File: src/rtl/yutorina_gpr_pkg.sv
// rtl/yutorina_gpr_pkg.sv - shared GPR constants, arbiter state encoding and widths
package yutorina_gpr_pkg;

    localparam int GPR_NUM        = 32;
    localparam int GPR_ADDR_W_DEF = 5;
    localparam int GPR_WORD_W_DEF = 32;

    localparam int STARVE_MAX_DEF = 4;
    // Must hold STARVE_MAX; 4 bits covers limits up to 15.
    localparam int STARVE_CNT_W   = 4;

    typedef enum logic [0:0] {
        ARB_NORMAL = 1'b0,
        ARB_FORCE  = 1'b1
    } arb_state_e;

endpackage

File: src/rtl/yutorina_gpr_scoreboard.sv
// rtl/yutorina_gpr_scoreboard.sv - busy vector for outstanding long-op destinations and hazard detect
module yutorina_gpr_scoreboard
    import yutorina_gpr_pkg::*;
#(
    parameter int ADDR_W = GPR_ADDR_W_DEF
) (
    input  logic                 clk,
    input  logic                 rst,
    input  logic                 i_iss_valid,
    input  logic [ADDR_W-1:0]    i_iss_addr,
    input  logic                 i_clr_valid,
    input  logic [ADDR_W-1:0]    i_clr_addr,
    input  logic [ADDR_W-1:0]    i_r_addr1,
    input  logic [ADDR_W-1:0]    i_r_addr2,
    output logic                 o_hazard,
    output logic [(1<<ADDR_W)-1:0] o_busy
);

    localparam int NREG = 1 << ADDR_W;

    logic [NREG-1:0] r_busy;
    logic [NREG-1:0] w_busy_nxt;

    // Clear first so a same-cycle issue to the retiring register keeps it busy.
    always_comb begin
        w_busy_nxt = r_busy;
        if (i_clr_valid) begin
            w_busy_nxt[i_clr_addr] = 1'b0;
        end
        if (i_iss_valid && (i_iss_addr != '0)) begin
            w_busy_nxt[i_iss_addr] = 1'b1;
        end
        w_busy_nxt[0] = 1'b0;
    end

    always_ff @(posedge clk) begin
        if (rst) begin
            r_busy <= '0;
        end else begin
            r_busy <= w_busy_nxt;
        end
    end

    assign o_hazard = ~rst & (r_busy[i_r_addr1] | r_busy[i_r_addr2]);
    assign o_busy   = r_busy;

endmodule

File: src/rtl/yutorina_gpr_wb_arb.sv
// rtl/yutorina_gpr_wb_arb.sv - GPR write-port arbiter between pipeline write-back and long-latency unit
module yutorina_gpr_wb_arb
    import yutorina_gpr_pkg::*;
#(
    parameter int GPR_ADDR_W = GPR_ADDR_W_DEF,
    parameter int WORD_W     = GPR_WORD_W_DEF,
    parameter int STARVE_MAX = STARVE_MAX_DEF
) (
    input  logic                  clk,
    input  logic                  rst,
    input  logic                  flush,
    input  logic                  wb_valid,
    input  logic [GPR_ADDR_W-1:0] wb_addr,
    input  logic [WORD_W-1:0]     wb_data,
    output logic                  wb_stall,
    input  logic                  lu_valid,
    input  logic [GPR_ADDR_W-1:0] lu_addr,
    input  logic [WORD_W-1:0]     lu_data,
    output logic                  lu_ready,
    input  logic                  iss_valid,
    input  logic [GPR_ADDR_W-1:0] iss_addr,
    input  logic [GPR_ADDR_W-1:0] r_addr1,
    input  logic [GPR_ADDR_W-1:0] r_addr2,
    output logic                  hazard,
    output logic                  gpr_we_,
    output logic [GPR_ADDR_W-1:0] gpr_w_addr,
    output logic [WORD_W-1:0]     gpr_w_data
);

    localparam logic [STARVE_CNT_W-1:0] CNT_MAX = STARVE_CNT_W'(STARVE_MAX);
    localparam logic [STARVE_CNT_W-1:0] CNT_ONE = STARVE_CNT_W'(1);

    arb_state_e                r_state;
    arb_state_e                w_state_nxt;
    logic [STARVE_CNT_W-1:0]   r_cnt;
    logic [STARVE_CNT_W-1:0]   w_cnt_nxt;
    logic [STARVE_CNT_W-1:0]   w_cnt_inc;
    logic                      w_grant_wb;
    logic                      w_grant_lu;
    logic                      w_lu_ready;
    logic                      w_wb_stall;
    logic [GPR_ADDR_W-1:0]     w_wr_addr;
    logic [WORD_W-1:0]         w_wr_data;
    logic [(1<<GPR_ADDR_W)-1:0] w_busy;

    logic                      r_gpr_we_n;
    logic [GPR_ADDR_W-1:0]     r_gpr_w_addr;
    logic [WORD_W-1:0]         r_gpr_w_data;

    assign w_cnt_inc = r_cnt + CNT_ONE;

    always_comb begin
        w_state_nxt = r_state;
        w_cnt_nxt   = r_cnt;
        w_grant_wb  = 1'b0;
        w_lu_ready  = 1'b0;
        w_wb_stall  = 1'b0;
        if (!rst) begin
            case (r_state)
                ARB_NORMAL: begin
                    w_grant_wb = wb_valid & ~flush;
                    w_lu_ready = ~w_grant_wb;
                    if (lu_valid && !w_lu_ready) begin
                        w_cnt_nxt = w_cnt_inc;
                        if (w_cnt_inc == CNT_MAX) begin
                            w_state_nxt = ARB_FORCE;
                        end
                    end else begin
                        w_cnt_nxt = '0;
                    end
                end
                ARB_FORCE: begin
                    // Pipeline is frozen so the starved unit drains unconditionally.
                    w_wb_stall = 1'b1;
                    w_lu_ready = lu_valid;
                    if (lu_valid) begin
                        w_state_nxt = ARB_NORMAL;
                        w_cnt_nxt   = '0;
                    end
                end
            endcase
        end
    end

    assign w_grant_lu = lu_valid & w_lu_ready;
    assign w_wr_addr  = w_grant_wb ? wb_addr : lu_addr;
    assign w_wr_data  = w_grant_wb ? wb_data : lu_data;

    always_ff @(posedge clk) begin
        if (rst) begin
            r_state      <= ARB_NORMAL;
            r_cnt        <= '0;
            r_gpr_we_n   <= 1'b1;
            r_gpr_w_addr <= '0;
            r_gpr_w_data <= '0;
        end else begin
            r_state    <= w_state_nxt;
            r_cnt      <= w_cnt_nxt;
            r_gpr_we_n <= ~((w_grant_wb | w_grant_lu) & (w_wr_addr != '0));
            if (w_grant_wb || w_grant_lu) begin
                r_gpr_w_addr <= w_wr_addr;
                r_gpr_w_data <= w_wr_data;
            end
        end
    end

    yutorina_gpr_scoreboard #(
        .ADDR_W (GPR_ADDR_W)
    ) u_scoreboard (
        .clk         (clk),
        .rst         (rst),
        .i_iss_valid (iss_valid),
        .i_iss_addr  (iss_addr),
        .i_clr_valid (w_grant_lu),
        .i_clr_addr  (lu_addr),
        .i_r_addr1   (r_addr1),
        .i_r_addr2   (r_addr2),
        .o_hazard    (hazard),
        .o_busy      (w_busy)
    );

    // A write-back to a register still owed by the long unit would be overwritten out of order.
    a_wb_not_busy: assert property (@(posedge clk) disable iff (rst)
        (wb_valid && !flush) |-> !w_busy[wb_addr]);

    assign wb_stall   = w_wb_stall;
    assign lu_ready   = w_lu_ready;
    assign gpr_we_    = r_gpr_we_n;
    assign gpr_w_addr = r_gpr_w_addr;
    assign gpr_w_data = r_gpr_w_data;

endmodule

File: config.mk
export PLATFORM = sky130hd
export DESIGN_NAME = yutorina_gpr_wb_arb
export DESIGN_NICKNAME = d
export VERILOG_FILES = /design/src/rtl/yutorina_gpr_pkg.sv /design/src/rtl/yutorina_gpr_scoreboard.sv /design/src/rtl/yutorina_gpr_wb_arb.sv
export SDC_FILE = /design/constraint.sdc
export NUM_CORES = 1
export LEC_CHECK = 0
export ABC_CLOCK_PERIOD_IN_PS = 4700
export CAP_MARGIN = 5
export CELL_PAD_IN_SITES_DETAIL_PLACEMENT = 0
export CELL_PAD_IN_SITES_GLOBAL_PLACEMENT = 1
export CORE_MARGIN = 5
export CORE_UTILIZATION = 36
export CTS_CLUSTER_DIAMETER = 80
export DETAILED_ROUTE_END_ITERATION = 10
export GPL_TIMING_DRIVEN = 0
export PLACE_DENSITY_LB_ADDON = 0.1
export SYNTH_ARGS = -nofsm -noshare
export SYNTH_HDL_FRONTEND = slang
export SYNTH_SLANG_ARGS = --single-unit
File: constraint.sdc
create_clock -name clk -period 4.7 [get_ports clk]
set_clock_uncertainty 0.1 [all_clocks]
set_input_delay 0.94 -clock clk [delete_from_list [all_inputs] [get_ports clk]]
set_output_delay 0.94 -clock clk [all_outputs]
set_load 0.02 [all_outputs]
==> run_results.csv <==
group,metric,value,unit
status,outcome,"finished clean",
power,total_power,1.443,mW
final_layout,fin_nets,653,
floorplanning,dieArea,12670,µm²
job,maxCapViolCount,0,
clock_tree,clkSinkCount,74,
clock_tree,post_cts_resized,0,
power,p_leak,2.017,nW
clock_tree,clock_path_buffers,2,
critical_path,required,3.66,ns
critical_path,critPathMaxStageDelay,0.62,ns
detailed_routing,ant_nets,0,
critical_path,cp_slowest_cell,"clkdlybuf4s50_1",
floorplanning,io_pins,136,
sta,setup_tns,0,ns
sta,slew_headroom,49.17,%
critical_path,crit_type,"primary input to output port",
global_routing,grt_max_degree,13,
sta,finalCritPeriodShare,93.94,%
synth,ys_top_cells_by_count,"dfxtp_1, nor2_1, mux2i_1",
floorplanning,dieWidth,112.6,µm
hold_path,min_path_type,"flop to flop",
critical_path,path_max_fanout,6,
synth,synthXorXnorAreaFrac,0,%
synth,synth_edf_count,0,
clock_tree,cts_buffers,9,
synth,synth_top_cell_by_area,"dfxtp_1",
sta,worstMarginPinSlew,0.7597,ns
placement,gp_congestion,0.8308,
floorplanning,start_util,36.84,%
final_layout,stdcell_area,5436,µm²
critical_path,critPathLaunchType,"primary input",
clock_tree,clock_latency,0.34,ns
final_layout,syn2layout_area_growth,43.59,%
synth,syn_area,3786,µm²
synth,syn_inst,416,
sta,max_freq,0.2265,GHz
floorplanning,dieHeight,112.6,µm
clock_tree,clock-root-buffer,"clkbuf_8",
synth,synth-compound-area-share,19.00,%
power,power_density,265.5,nW/µm²
synth,ys_async_sr_fraction,0,%
synth,synthTopCellsByArea,"dfxtp_1, mux2i_1, a211oi_1, nor2_1, mux4_2",
detailed_routing,first_iter_violations,193,
global_routing,antenna_found_initial,0,
synth,yosysSeqAreaShare,39.13,%
floorplanning,core_area,10280,µm²
synth,synth_seq_cells,74,
synth,yosys_warnings,0,
synth,synth_top_family_by_area,"multiplexers",
placement,port_buffers,130,
floorplanning,rows,37,
synth,synth_top_area_share,39.13,%
detailed_routing,routed_wl,12200,µm
global_routing,grt_pass1_vias,3873,
detailed_routing,viasPerCell,5.303,
synth,synthFlopType,"dfxtp_1",
power,peakVddDrop,0.1414,mV
clock_tree,ctsHoldBuffers,0,
sta,maxSlewViolCount,0,
global_routing,grt_pass1_wl,19550,µm
global_routing,overflow,0,
global_routing,grt_usage,19.17,%
detailed_routing,first_pass_iters,5,
clock_tree,ctsHtreeMaxLevel,3,
placement,placed_area,5258,µm²
critical_path,critPathArrivalTime,3.38,ns
detailed_routing,num_vias,3696,
final_layout,drive_gt1_share,6.239,%
sta,setup_viol,0,
critical_path,cp_num_buf_inv,2,
synth,yosys.area_share.simple,17.35,%
sta,timing.final.crit_period,4.415,ns
critical_path,cp_common_cell,"clkdlybuf4s50_1",
clock_tree,cts_setup_buffers,0,
clock_tree,clkTransAtPathRegs,0.08,ns
synth,ys_types,45,
placement,dp_hpwl,9336,µm
critical_path,path_delay_family,"buffers and inverters",
sta,rsz0062_at_grt,"no",
critical_path,crit_chain,"clkdlybuf4s50_1, mux4_1, nor4b_1, a311oi_1, a221o_1, clkdlybuf4s50_1",
final_layout,n_antenna_cell,0,
critical_path,endpoint_kind,"output port",
synth,synth_fp_nets,512,
synth,muxShareOfSynthArea,20.09,%
detailed_routing,drc_errors,0,
detailed_routing,wl_per_cell,17.50,µm
synth,synth_fa_ha_area_share,0.3305,%
synth,synth.most_common_cell,"dfxtp_1",
synth,syn_avg_cell_area,9.101,µm²
sta,hold_viol_final,0,
clock_tree,cts_tree,"done",
## stage by stage
step | hold slack [ns] | util, % | worst slack, ns | instances
floorplan | 0.3581 | - | 1.397 | 416
global placement | 0.3715 | 51.16 | 0.2986 | 682
detailed placement | 0.3787 | 51.16 | 0.3139 | 682
CTS | 0.3896 | 52.90 | 0.3065 | 697
global route | 0.4183 | 52.90 | 0.1551 | 697
finish | 0.3923 | 52.90 | 0.2848 | 697
## sequential cells by signal, summed over array words and instances (netlist names)
register / cells
gpr_w_data: 32
gpr_we_: 1
r_cnt: 4
gpr_w_addr: 5
r_state: 1
u_scoreboard.o_busy: 31
## kinds of logic after synthesis
group | Yosys count
fa+ha+maj | 1
buf+inv | 33
mux | 56
compound gates | 117
simple gates | 135
flops | 74
## cells in the final DEF, fill, tap and decap left out, drive strengths merged, types with 3 or more instances in the layout
cell type	instances
o21ai	33
buf	12
nand2	36
a21oi	35
a211oi	37
nand4b	8
and2	3
nor2b	8
mux4	14
clkinvlp	3
clkdlybuf4s50	130
nor2	54
nand2b	9
clkbuf	29
dfxtp	74
mux2i	40
## worst reg2reg max path: cells and delay by family, from the launching register on
kind	cells	cell delay, ns
flip-flops	1	0.42
buffers and inverters	2	0.83
AND/OR/NAND/NOR	2	0.26
AO/OA/AOI/OAI	1	0.23
## per-layer routing
layer  global-route usage (%)  vias to the layer above  share of wire (%)
li1                         -                     1819                  -
met1                    23.38                     1734                 41
met2                    31.71                      126                 49
met3                    6.146                       17                8.2
met4                    6.811                        0                1.7
met5                        0                        -                  0
## where the power goes
part,internal (mW),switching (mW)
Combinational,0.167,0.149
Clock,0.217,0.238
Sequential,0.656,0.0162
Total,1.04,0.403
## layout make-up
class / count / area, µm²
clock buffer: 11 / 151.4
clock inverter: 4 / 27.53
tap: 136 / 170.2
fill: 989 / 4841
multi-input combinational: 309 / 2150
inverter: 2 / 7.507
sequential: 74 / 1481
buffer: 31 / 147.6
timing repair buffer: 130 / 1301
## path summary, 6_finish.rpt
kind	startpoint	endpoint	slack, ns	depth (start not counted)
worst min register to register	r_cnt[1]	r_cnt[1]	0.39	2
worst max-delay path	r_addr1[1]	hazard	0.28	6
worst min-delay path	r_cnt[1]	r_cnt[1]	0.39	2
worst max register to register	r_state	gpr_w_data[14]	2.77	5
No activity file was read; power rests on OpenSTA's default activity.
==> patch, RTL diff (same settings) <==
Reset style: asynchronous (`rst`), changed in 2 clocked blocks.
--- a/src/rtl/yutorina_gpr_scoreboard.sv
+++ b/src/rtl/yutorina_gpr_scoreboard.sv
@@ -35,3 +35,3 @@
 
-    always_ff @(posedge clk) begin
+    always_ff @(posedge clk or posedge rst) begin
         if (rst) begin
--- a/src/rtl/yutorina_gpr_wb_arb.sv
+++ b/src/rtl/yutorina_gpr_wb_arb.sv
@@ -88,3 +88,3 @@
 
-    always_ff @(posedge clk) begin
+    always_ff @(posedge clk or posedge rst) begin
         if (rst) begin
Check against the original RTL: differs if rst is asserted again (counterexample within 4 cycles, from zero or initial values and one cycle with rst high); with rst held inactive, the same outputs for 10 cycles.
==> patch against the unedited design <==
Synthesized cell count down 9.1%; sequential share of layout area up 5.7 points; highest routed layer unchanged; maximum frequency down 0.91%; routed wire length down 3.8%; first-iteration DRC count down 25%; worst setup slack worse by 41 ps; synthesized area up 2.5%; non-clock buffer count down 8; count of clock-buffer cells in the layout down 2; sequential cell count unchanged; cell area up 3.5%; power up 40%; clock power up 36%.
==> patch: results <==
placement:
  dp_hpwl_um: 8920
  dp.cells: 648
  globalplace.congestion: 0.792
  place_ws_ps: 244
  dpl_cell_area_um2: 5380
  portBuffers: 129
drt:
  drtPass1Iterations: 4
  drt_iter0_drc: 145
  wl_um: 11700
  wl_met1_um: 5040
  met3_length_um: 1150
  vias: 3434
logic_synthesis:
  synth_ff_type: "dfrtp_1"
  syn_nets: 474
  synthTopCellsByCount: "o21ai_0, dfrtp_1, nand2_1, mux2i_1, clkbuf_1"
  synth_xor_area_share_pct: 0.451
  ys_seq_area_share_pct: 47.7
  synthAdderAreaFrac_pct: 0.322
  synthCells: 378
  yosys-top-cells-area: "dfrtp_1, o21ai_0, mux2i_1"
  synth_cell_type_count: 47
  synth_compound_area_share_pct: 16.7
cells_and_area:
  area_growth_pct: 44.9
  largest_register_ffs: 32
  clk_share_pct: 4.40
  n_all_buffers: 153
  n_all_inverters: 3
  nets: 615
  seq_cell_count: 74
  fill_cells: 1016
  drive_gt1_share_pct: 8.40
  multi_input_comb_cells: 278
  nClkBuffers: 9
  buffer_area_share_pct: 25.3
  multi_input_area_um2: 1910
  seq_area_share_pct: 32.9
critical_path:
  rr_endpoint: "gpr_w_data[22]$_DFFE_PP0P_"
  worst-r2r-setup-slack_ps: 2490
  reg2reg_depth: 7
  crit_fanout: 10
run_status:
  status: "finished clean"
global_routing:
  met1_usage_pct: 22.4
  grt_max_degree: 65
  grt_use_total_pct: 18.5
  gr-usage-met2_pct: 29.7
worst_hold_path:
  holdCritStartpoint: "r_cnt[1]$_DFFE_PP0P_"
  min_to: "r_cnt[1]$_DFFE_PP0P_"
pwr:
  comb-power_uw: 550
  pwr-share-clk_pct: 30.7
  p_sw_share_pct: 29.8
  seqPwrFrac_pct: 42.0
sta:
  worst_pin_slew_ps: 704
patch: changes by cell type after synthesis, sizes merged, moves of 4 or more:
cell | before | now
nand2 | 36 | 50
dfrtp | 0 | 73
nand3 | 2 | 7
or3 | 0 | 4
nor2 | 54 | 8
nor2b | 8 | 4
o21ai | 33 | 104
a21oi | 35 | 2
nand4b | 8 | 1
a211oi | 37 | 0
dfxtp | 74 | 0
clkbuf | 18 | 13
patch: worst max-delay path by stage:
| stage | cells after the start | startpoint | slack, ps | end |
|---|---|---|---|---|
| 3_5_place_dp | 8 | r_addr2[1] | 240 | hazard |
| 4_1_cts | 8 | r_addr2[1] | 230 | hazard |
| 2_1_floorplan | 3 | rst | 120 | lu_ready |
| 3_3_place_gp | 5 | rst | -2030 | lu_ready |
| 6_report | 8 | r_addr2[1] | 240 | hazard |
| 5_1_grt | 8 | r_addr2[1] | 120 | hazard |
